**config.mk**
```make
export PLATFORM = sky130hd
export DESIGN_NAME = l2_responder
export DESIGN_NICKNAME = d
export VERILOG_FILES = /design/src/rtl/l2_responder_pkg.sv /design/src/rtl/l2_line_store.sv /design/src/rtl/l2_responder.sv
export SDC_FILE = /design/constraint.sdc
export NUM_CORES = 2
export LEC_CHECK = 0
export CAP_MARGIN = 20
export CORE_UTILIZATION = 50
export CTS_CLUSTER_SIZE = 16
export DETAILED_ROUTE_END_ITERATION = 8
export PLACE_DENSITY = 0.67
export SYNTH_ARGS = -nofsm -noshare
export SYNTH_HDL_FRONTEND = slang
export SYNTH_SLANG_ARGS = --single-unit
```
**constraint.sdc**
```tcl
create_clock -name clk -period 7.1 [get_ports clk]
set_clock_uncertainty 0.2 [all_clocks]
set_input_delay 1.065 -clock clk [delete_from_list [all_inputs] [get_ports clk]]
set_output_delay 1.065 -clock clk [all_outputs]
set_load 0.005 [all_outputs]
```
**src/rtl/l2_responder_pkg.sv**
```systemverilog
// Shared widths, FSM encoding and address-field helpers for the L2 responder.
package l2_responder_pkg;

  localparam int LINE_WORDS = 4;
  localparam int WORD_W     = 32;
  localparam int ADDR_W     = 32;

  typedef enum logic [1:0] {
    IDLE,
    FILL,
    WRITE,
    WDONE
  } l2_state_e;

  function automatic int idx_w(input int lines);
    return $clog2(lines);
  endfunction

  function automatic int off_w(input int lines);
    return (lines > 0) ? $clog2(LINE_WORDS) : 0;
  endfunction

  // Byte offset within a line is word offset plus the 2 byte-select bits.
  function automatic int tag_w(input int lines);
    return ADDR_W - (off_w(lines) + 2) - idx_w(lines);
  endfunction

endpackage

```
**src/rtl/l2_line_store.sv**
```systemverilog
// Valid/tag/data array: combinational read port, one write port (full-line fill or single word).
// Zero-latency reads; writes land on the rising edge; no backpressure.
module l2_line_store
  import l2_responder_pkg::*;
#(
  parameter int LINES = 16,
  localparam int IW = idx_w(LINES),
  localparam int TW = tag_w(LINES),
  localparam int OW = off_w(LINES)
) (
  input  logic                                  clk,
  input  logic                                  rst,
  input  logic [IW-1:0]                         rd_idx_i,
  output logic                                  rd_vld_o,
  output logic [TW-1:0]                         rd_tag_o,
  output logic [LINE_WORDS-1:0][WORD_W-1:0]     rd_line_o,
  input  logic                                  wr_en_i,
  input  logic                                  wr_full_i,
  input  logic [IW-1:0]                         wr_idx_i,
  input  logic [TW-1:0]                         wr_tag_i,
  input  logic [OW-1:0]                         wr_word_i,
  input  logic [LINE_WORDS-1:0][WORD_W-1:0]     wr_line_i,
  input  logic [WORD_W-1:0]                     wr_dat_i
);

  logic [LINES-1:0]                     valid_q;
  logic [TW-1:0]                        tag_q  [LINES];
  logic [LINE_WORDS-1:0][WORD_W-1:0]    data_q [LINES];

  always_ff @(posedge clk or negedge rst) begin
    if (!rst) begin
      valid_q <= '0;
    end else if (wr_en_i && wr_full_i) begin
      valid_q[wr_idx_i] <= 1'b1;
    end
  end

  // Tag and data are left unreset: valid_q gates every hit.
  always_ff @(posedge clk) begin
    if (wr_en_i) begin
      if (wr_full_i) begin
        tag_q[wr_idx_i]  <= wr_tag_i;
        data_q[wr_idx_i] <= wr_line_i;
      end else begin
        data_q[wr_idx_i][wr_word_i] <= wr_dat_i;
      end
    end
  end

  assign rd_vld_o  = valid_q[rd_idx_i];
  assign rd_tag_o  = tag_q[rd_idx_i];
  assign rd_line_o = data_q[rd_idx_i];

endmodule

```
**src/rtl/l2_responder.sv**
```systemverilog
// Direct-mapped write-through L2: read hits in 0 cycles, misses fill 4 DRAM beats, writes take one DRAM beat + WDONE.
// stallL2 holds the L1 requester (which keeps mem_addr/mem_wdata stable) until its request is served.
module l2_responder
  import l2_responder_pkg::*;
#(
  parameter int LINES = 16
) (
  input  logic                 clk,
  input  logic                 rst,
  input  logic                 mem_renable,
  input  logic                 mem_wenable,
  input  logic [ADDR_W-1:0]    mem_addr,
  input  logic [WORD_W-1:0]    mem_wdata,
  output logic [0:127]         l1block,
  output logic [WORD_W-1:0]    mem_rdata,
  output logic                 stallL2,
  output logic                 dram_req,
  output logic                 dram_we,
  output logic [ADDR_W-1:0]    dram_addr,
  output logic [WORD_W-1:0]    dram_wdata,
  input  logic [WORD_W-1:0]    dram_rdata,
  input  logic                 dram_ack
);

  localparam int IW      = idx_w(LINES);
  localparam int TW      = tag_w(LINES);
  localparam int OW      = off_w(LINES);
  localparam int BLK_LSB = OW + 2;

  l2_state_e                            state_q, state_d;
  logic [OW-1:0]                        beat_q, beat_d;
  logic [LINE_WORDS-2:0][WORD_W-1:0]    fill_q, fill_d;

  logic [IW-1:0]                        addr_idx;
  logic [TW-1:0]                        addr_tag;
  logic [OW-1:0]                        addr_word;
  logic                                 rd_vld;
  logic [TW-1:0]                        rd_tag;
  logic [LINE_WORDS-1:0][WORD_W-1:0]    rd_line;
  logic                                 hit;
  logic                                 stall_c;
  logic                                 wr_en;
  logic                                 wr_full;

  assign addr_idx  = mem_addr[BLK_LSB+IW-1:BLK_LSB];
  assign addr_tag  = mem_addr[ADDR_W-1:BLK_LSB+IW];
  assign addr_word = mem_addr[BLK_LSB-1:2];

  l2_line_store #(
    .LINES (LINES)
  ) u_store (
    .clk       (clk),
    .rst       (rst),
    .rd_idx_i  (addr_idx),
    .rd_vld_o  (rd_vld),
    .rd_tag_o  (rd_tag),
    .rd_line_o (rd_line),
    .wr_en_i   (wr_en),
    .wr_full_i (wr_full),
    .wr_idx_i  (addr_idx),
    .wr_tag_i  (addr_tag),
    .wr_word_i (addr_word),
    .wr_line_i ({dram_rdata, fill_q}),
    .wr_dat_i  (mem_wdata)
  );

  assign hit = rd_vld && (rd_tag == addr_tag);

  always_ff @(posedge clk or negedge rst) begin
    if (!rst) begin
      state_q <= IDLE;
      beat_q  <= '0;
      fill_q  <= '0;
    end else begin
      state_q <= state_d;
      beat_q  <= beat_d;
      fill_q  <= fill_d;
    end
  end

  always_comb begin
    state_d    = state_q;
    beat_d     = beat_q;
    fill_d     = fill_q;
    stall_c    = 1'b0;
    dram_req   = 1'b0;
    dram_we    = 1'b0;
    dram_addr  = '0;
    dram_wdata = '0;
    wr_en      = 1'b0;
    wr_full    = 1'b0;
    case (state_q)
      IDLE: begin
        // Read wins over a simultaneous write; the write is simply not taken this cycle.
        if (mem_renable) begin
          if (!hit) begin
            stall_c = 1'b1;
            state_d = FILL;
            beat_d  = '0;
          end
        end else if (mem_wenable) begin
          stall_c = 1'b1;
          state_d = WRITE;
        end
      end
      FILL: begin
        stall_c   = 1'b1;
        dram_req  = 1'b1;
        dram_addr = {mem_addr[ADDR_W-1:BLK_LSB], beat_q, 2'b00};
        if (dram_ack) begin
          if (beat_q == OW'(LINE_WORDS - 1)) begin
            wr_en   = 1'b1;
            wr_full = 1'b1;
            beat_d  = '0;
            state_d = IDLE;
          end else begin
            fill_d[beat_q] = dram_rdata;
            beat_d         = beat_q + 1'b1;
          end
        end
      end
      WRITE: begin
        stall_c    = 1'b1;
        dram_req   = 1'b1;
        dram_we    = 1'b1;
        dram_addr  = mem_addr;
        dram_wdata = mem_wdata;
        if (dram_ack) begin
          wr_en   = hit;
          state_d = WDONE;
        end
      end
      WDONE: begin
        state_d = IDLE;
      end
      default: begin
        state_d = IDLE;
      end
    endcase
  end

  // A request held through reset must not show as a stall.
  assign stallL2   = rst && stall_c;
  assign l1block   = hit ? {rd_line[0], rd_line[1], rd_line[2], rd_line[3]} : '0;
  assign mem_rdata = hit ? rd_line[addr_word] : '0;

endmodule

```
==> flow_metrics.py <==
metrics = {
    "routing": {
        "antenna_violating_nets_post_route": 0,
        "totalWireLength_um": 284900,
        "drc_errors": 8,
        "initialDrtViolationCount": 6233,
        "detail_route.wl_per_cell_um": 36.21,
        "dr_total_vias": 50160,
        "drt-vias-per-instance": 6.375,
        "drt_first_pass_iters": 8,
    },
    "grt": {
        "grt_max_degree": 105,
        "vias_in_the_first_global_route": 50090,
        "first_pass_grt_wire_length_um": 392900,
        "grt_antenna_before_repair": 39,
        "track_usage_pct": 28.04,
        "grt_overflow": 0,
    },
    "worst_setup_path": {
        "critical-path-max-stage-delay_ps": 630,
        "wp_data_required_ps": 5830,
        "number_of_stages_on_the_worst_setup_path": 13,
        "cp_common_cell": "sky130_fd_sc_hd__buf_12",
        "ff2ff_path_depth": 13,
        "worstPathBufferInverterCount": 5,
        "worst_ep_arrival_time_ps": 5220,
        "crit_fanout": 65,
        "endpoint_kind": "primary output",
        "worstSetupPathType": "input pin to primary output",
        "slowest_stage": "sky130_fd_sc_hd__or4_1",
        "timing.critical_path.max_delay_family": "buffers and inverters",
        "setup.worst_path.start_class": "input pin",
        "path_cells": "buf_8, buf_4, mux4_2, mux2i_1, xnor2_1, o32ai_1, nand2_1, or4_1, nor4_4, buf_12, buf_12, and2_1, clkdlybuf4s50_1",
    },
    "synthesis": {
        "postSynthNetCount": 4508,
        "yosys-top-cells-area": "sky130_fd_sc_hd__edfxtp_1 (72%), sky130_fd_sc_hd__mux4_2 (17%), sky130_fd_sc_hd__dfrtp_1 (2.9%)",
        "synthesis.yosys.warnings": 0,
        "async_flop_share_pct": 4.553,
        "post_synth_inst_count": 4399,
        "yosys_most_used_dff": "sky130_fd_sc_hd__edfxtp_1",
        "netlist_area_um2": 100900,
        "count_of_flip_flops_with_a_built_in_enable_after_synthesis": 2432,
        "ys_seq_elements": 2548,
        "sequential_area_share_after_synthesis_pct": 75.27,
        "mean_cell_area_of_the_mapped_netlist_um2": 22.93,
        "post_synth_num_cell_types": 54,
        "synthDominantCellAreaShare_pct": 72.39,
        "synth_top_cell_by_area": "sky130_fd_sc_hd__edfxtp_1",
    },
    "finish": {
        "nNetsFinal": 5048,
        "multiInputGateArea_um2": 24450,
        "fillers": 14160,
        "area.sequential_um2": 75930,
        "final_cell_area_um2": 117500,
        "share_of_the_core_filled_with_cells_pct": 58.73,
        "layout.cells.non_filler": 7869,
        "area_growth_pct": 16.48,
        "drive_gt1_share_pct": 32.19,
    },
    "clock_tree": {
        "tritoncts_num_sinks": 2548,
        "htree_depth": 4,
        "post-cts-setup-buffer-count": 0,
        "clockRootBuffer": "sky130_fd_sc_hd__clkbuf_16",
        "cts.hold.buffers_added": 0,
        "cts_tree": "yes",
        "cts.path.max_buffers": 3,
        "clk_pin_slew_worst_paths_ps": 60,
        "clock_latency_ps": 890,
        "post_cts_resized": 0,
        "num_cts_buffers": 240,
    },
    "pwr": {
        "power-per-cell-area_nw_per_um2": 297.4,
        "static-leakage-power_nw": 37.60,
        "peakVddDrop_v": 0.0002670,
    },
    "place": {
        "port_buffers": 327,
        "placement.cell_area_um2": 109500,
        "finalWeightedCongestion": 0.8717,
        "place.detailed.instances": 7353,
        "sum_of_net_half_perimeters_after_detailed_placement_um": 172300,
    },
    "sta": {
        "max_slew_margin_pct": 23.38,
        "timing.final.setup_violations": 0,
        "maxSlewViolCount": 0,
        "layout_min_cycle_time_ps": 6489,
        "tightestPinTransition_ps": 1145,
        "ratio_of_final_minimum_period_to_clock_period_pct": 91.39,
        "highest_attainable_clock_frequency_mhz": 154.1,
        "totalNegativeSetupSlack_ps": 0,
        "hold_viol_final": 0,
        "unrepaired_setup_endpoints_after_global_routing": "false",
    },
    "outcome": {
        "violations_in_the_final_reports": "DRC",
        "run_status": "complete, but fails checks",
    },
    "hold_path": {
        "worstHoldPathType": "input pin to asynchronous set/reset pin",
    },
    "floorplanning": {
        "cell_row_count": 164,
        "start_util_pct": 50.42,
        "io_pins": 328,
        "die_x_um": 451.2,
        "chipHeight_um": 451.2,
        "die_area_um2": 203600,
        "fp.coreArea_um2": 200100,
    },
    "job": {
        "max_cap_viol_count": 0,
    },
}
==> cell type report <==
class                           count  area share, %
Clock buffer                      304          5.375
Tap cell                         2656          2.828
Multi-Input combinational cell   1591          20.81
Antenna cell                       62         0.1320
Sequential cell                  2548          64.62
Timing Repair Buffer              544          4.916
Clock inverter                    150          1.275
Inverter                           14        0.04472
==> registers in the layout, summed over array words and instances, names as in the netlist <==
register	cells
beat_q	2
u_store.valid_q	16
u_store.tag_q	384
fill_q	96
u_store.data_q	2048
state_q	2
==> final timing paths <==
kind / startpoint / to / slack (ps)
setup / recovery: mem_addr[4] / l1block[104] / 610
hold / removal: rst / fill_q[68]$_DFFE_PN0P_ / 60
setup reg to reg: u_store.tag_q[6][11]$_DFFE_PP_ / u_store.data_q[11][68]$_DFFE_PP_ / 2000
hold reg to reg: u_store.valid_q[5]$_DFFE_PN0P_ / u_store.valid_q[5]$_DFFE_PN0P_ / 270
max in group asynchronous: rst / fill_q[15]$_DFFE_PN0P_ / 5040
min in group clk: u_store.valid_q[5]$_DFFE_PN0P_ / u_store.valid_q[5]$_DFFE_PN0P_ / 270
==> kinds of logic (layout without fill, tap and decap cells) <==
| family | after synthesis | after routing | share of synthesized area [%] |
|---|---|---|---|
| simple gates | 408 | 408 | 2.252 |
| flops | 2548 | 2548 | 75.27 |
| fa+ha+maj | 8 | 8 | 0.09923 |
| compound gates | 93 | 93 | 0.6635 |
| buf+inv | 260 | 1012 | 1.153 |
| mux | 1055 | 1055 | 20.33 |
| xor+xnor | 27 | 27 | 0.2344 |
| other cells | 0 | 62 | 0 |
==> layer usage <==
layer	wire length [um]	up-vias	GRT usage (%)	part of all wire (%)
li1	-	19720	-	-
met4	14790	12	14.64	5.2
met1	103300	27120	36.15	36
met2	140000	2768	44.81	49
met3	26580	544	6.294	9.3
met5	211	-	0.2367	0.074
==> placed cells by master, fill, tap and decap left out, types with 5 or more instances in the layout <==
master,netlist,layout
sky130_fd_sc_hd__clkinv_8,0,5
sky130_fd_sc_hd__o21ai_0,12,12
sky130_fd_sc_hd__xor2_1,15,15
sky130_fd_sc_hd__buf_4,10,148
sky130_fd_sc_hd__nor3_1,6,6
sky130_fd_sc_hd__a221oi_1,8,8
sky130_fd_sc_hd__nand3_1,9,9
sky130_fd_sc_hd__inv_1,13,13
sky130_fd_sc_hd__clkinv_1,1,51
sky130_fd_sc_hd__clkinv_16,0,7
sky130_fd_sc_hd__a22oi_1,14,14
sky130_fd_sc_hd__mux2_2,165,165
sky130_fd_sc_hd__mux2_4,60,60
sky130_fd_sc_hd__nor2b_1,11,11
sky130_fd_sc_hd__buf_12,0,69
sky130_fd_sc_hd__mux4_2,754,754
sky130_fd_sc_hd__or2_2,16,16
sky130_fd_sc_hd__ha_1,8,8
sky130_fd_sc_hd__clkdlybuf4s50_1,0,320
sky130_fd_sc_hd__a21oi_1,14,10
sky130_fd_sc_hd__clkinv_2,0,50
sky130_fd_sc_hd__mux2i_1,71,71
sky130_fd_sc_hd__clkbuf_8,0,7
sky130_fd_sc_hd__clkbuf_16,0,240
sky130_fd_sc_hd__xnor2_1,12,12
sky130_fd_sc_hd__diode_2,0,62
sky130_fd_sc_hd__clkbuf_1,142,57
sky130_fd_sc_hd__and2_1,224,224
sky130_fd_sc_hd__nand2_1,35,32
sky130_fd_sc_hd__a22o_1,11,11
sky130_fd_sc_hd__mux2_1,5,5
sky130_fd_sc_hd__o22ai_1,6,6
sky130_fd_sc_hd__bufinv_16,0,20
sky130_fd_sc_hd__nand2b_1,5,5
sky130_fd_sc_hd__edfxtp_1,2432,2432
sky130_fd_sc_hd__dfrtp_1,116,116
sky130_fd_sc_hd__nor2_4,0,80
sky130_fd_sc_hd__clkinvlp_4,0,10
sky130_fd_sc_hd__nor2_1,88,8
==> worst reg2reg max path: stages (launching register included) <==
cell	delay, ps
sky130_fd_sc_hd__edfxtp_1	380
sky130_fd_sc_hd__mux4_2	480
sky130_fd_sc_hd__mux2i_1	170
sky130_fd_sc_hd__xnor2_1	110
sky130_fd_sc_hd__o32ai_1	510
sky130_fd_sc_hd__nand2_1	130
sky130_fd_sc_hd__or4_1	630
sky130_fd_sc_hd__nor4_4	360
sky130_fd_sc_hd__buf_12	270
sky130_fd_sc_hd__buf_4	350
sky130_fd_sc_hd__a21oi_4	80
sky130_fd_sc_hd__buf_4	300
sky130_fd_sc_hd__nor2_4	220
sky130_fd_sc_hd__buf_4	530
==> cell usage after synthesis (all sizes together), types with 13 or more instances <==
master and count:
a22oi 14, or2 16, buf 104, a21oi 14, mux4 754, xor2 15, inv 13, edfxtp 2432
nor2 88, mux2 230, clkbuf 142, mux2i 71, and2 224, nand2 35, dfrtp 116
==> stage by stage <==
step / setup WS (ps) / hold WS, ps / power (W)
finish: 611.1 / 61.72 / 0.03495
global placement: 581.1 / 245.7 / 0.02237
CTS: 576.3 / 30.22 / 0.03503
global route: 411.1 / 69.32 / 0.03584
detailed placement: 581.5 / 252.2 / 0.02252
floorplan: 1253 / 233.7 / 0.02071
==> report_power, final <==
part | internal [W] | switching, W
Sequential | 0.0181 | 0.000146
Combinational | 0.00141 | 0.00264
Clock | 0.00705 | 0.00565
Note: power is estimated with default switching activity, not from simulation.
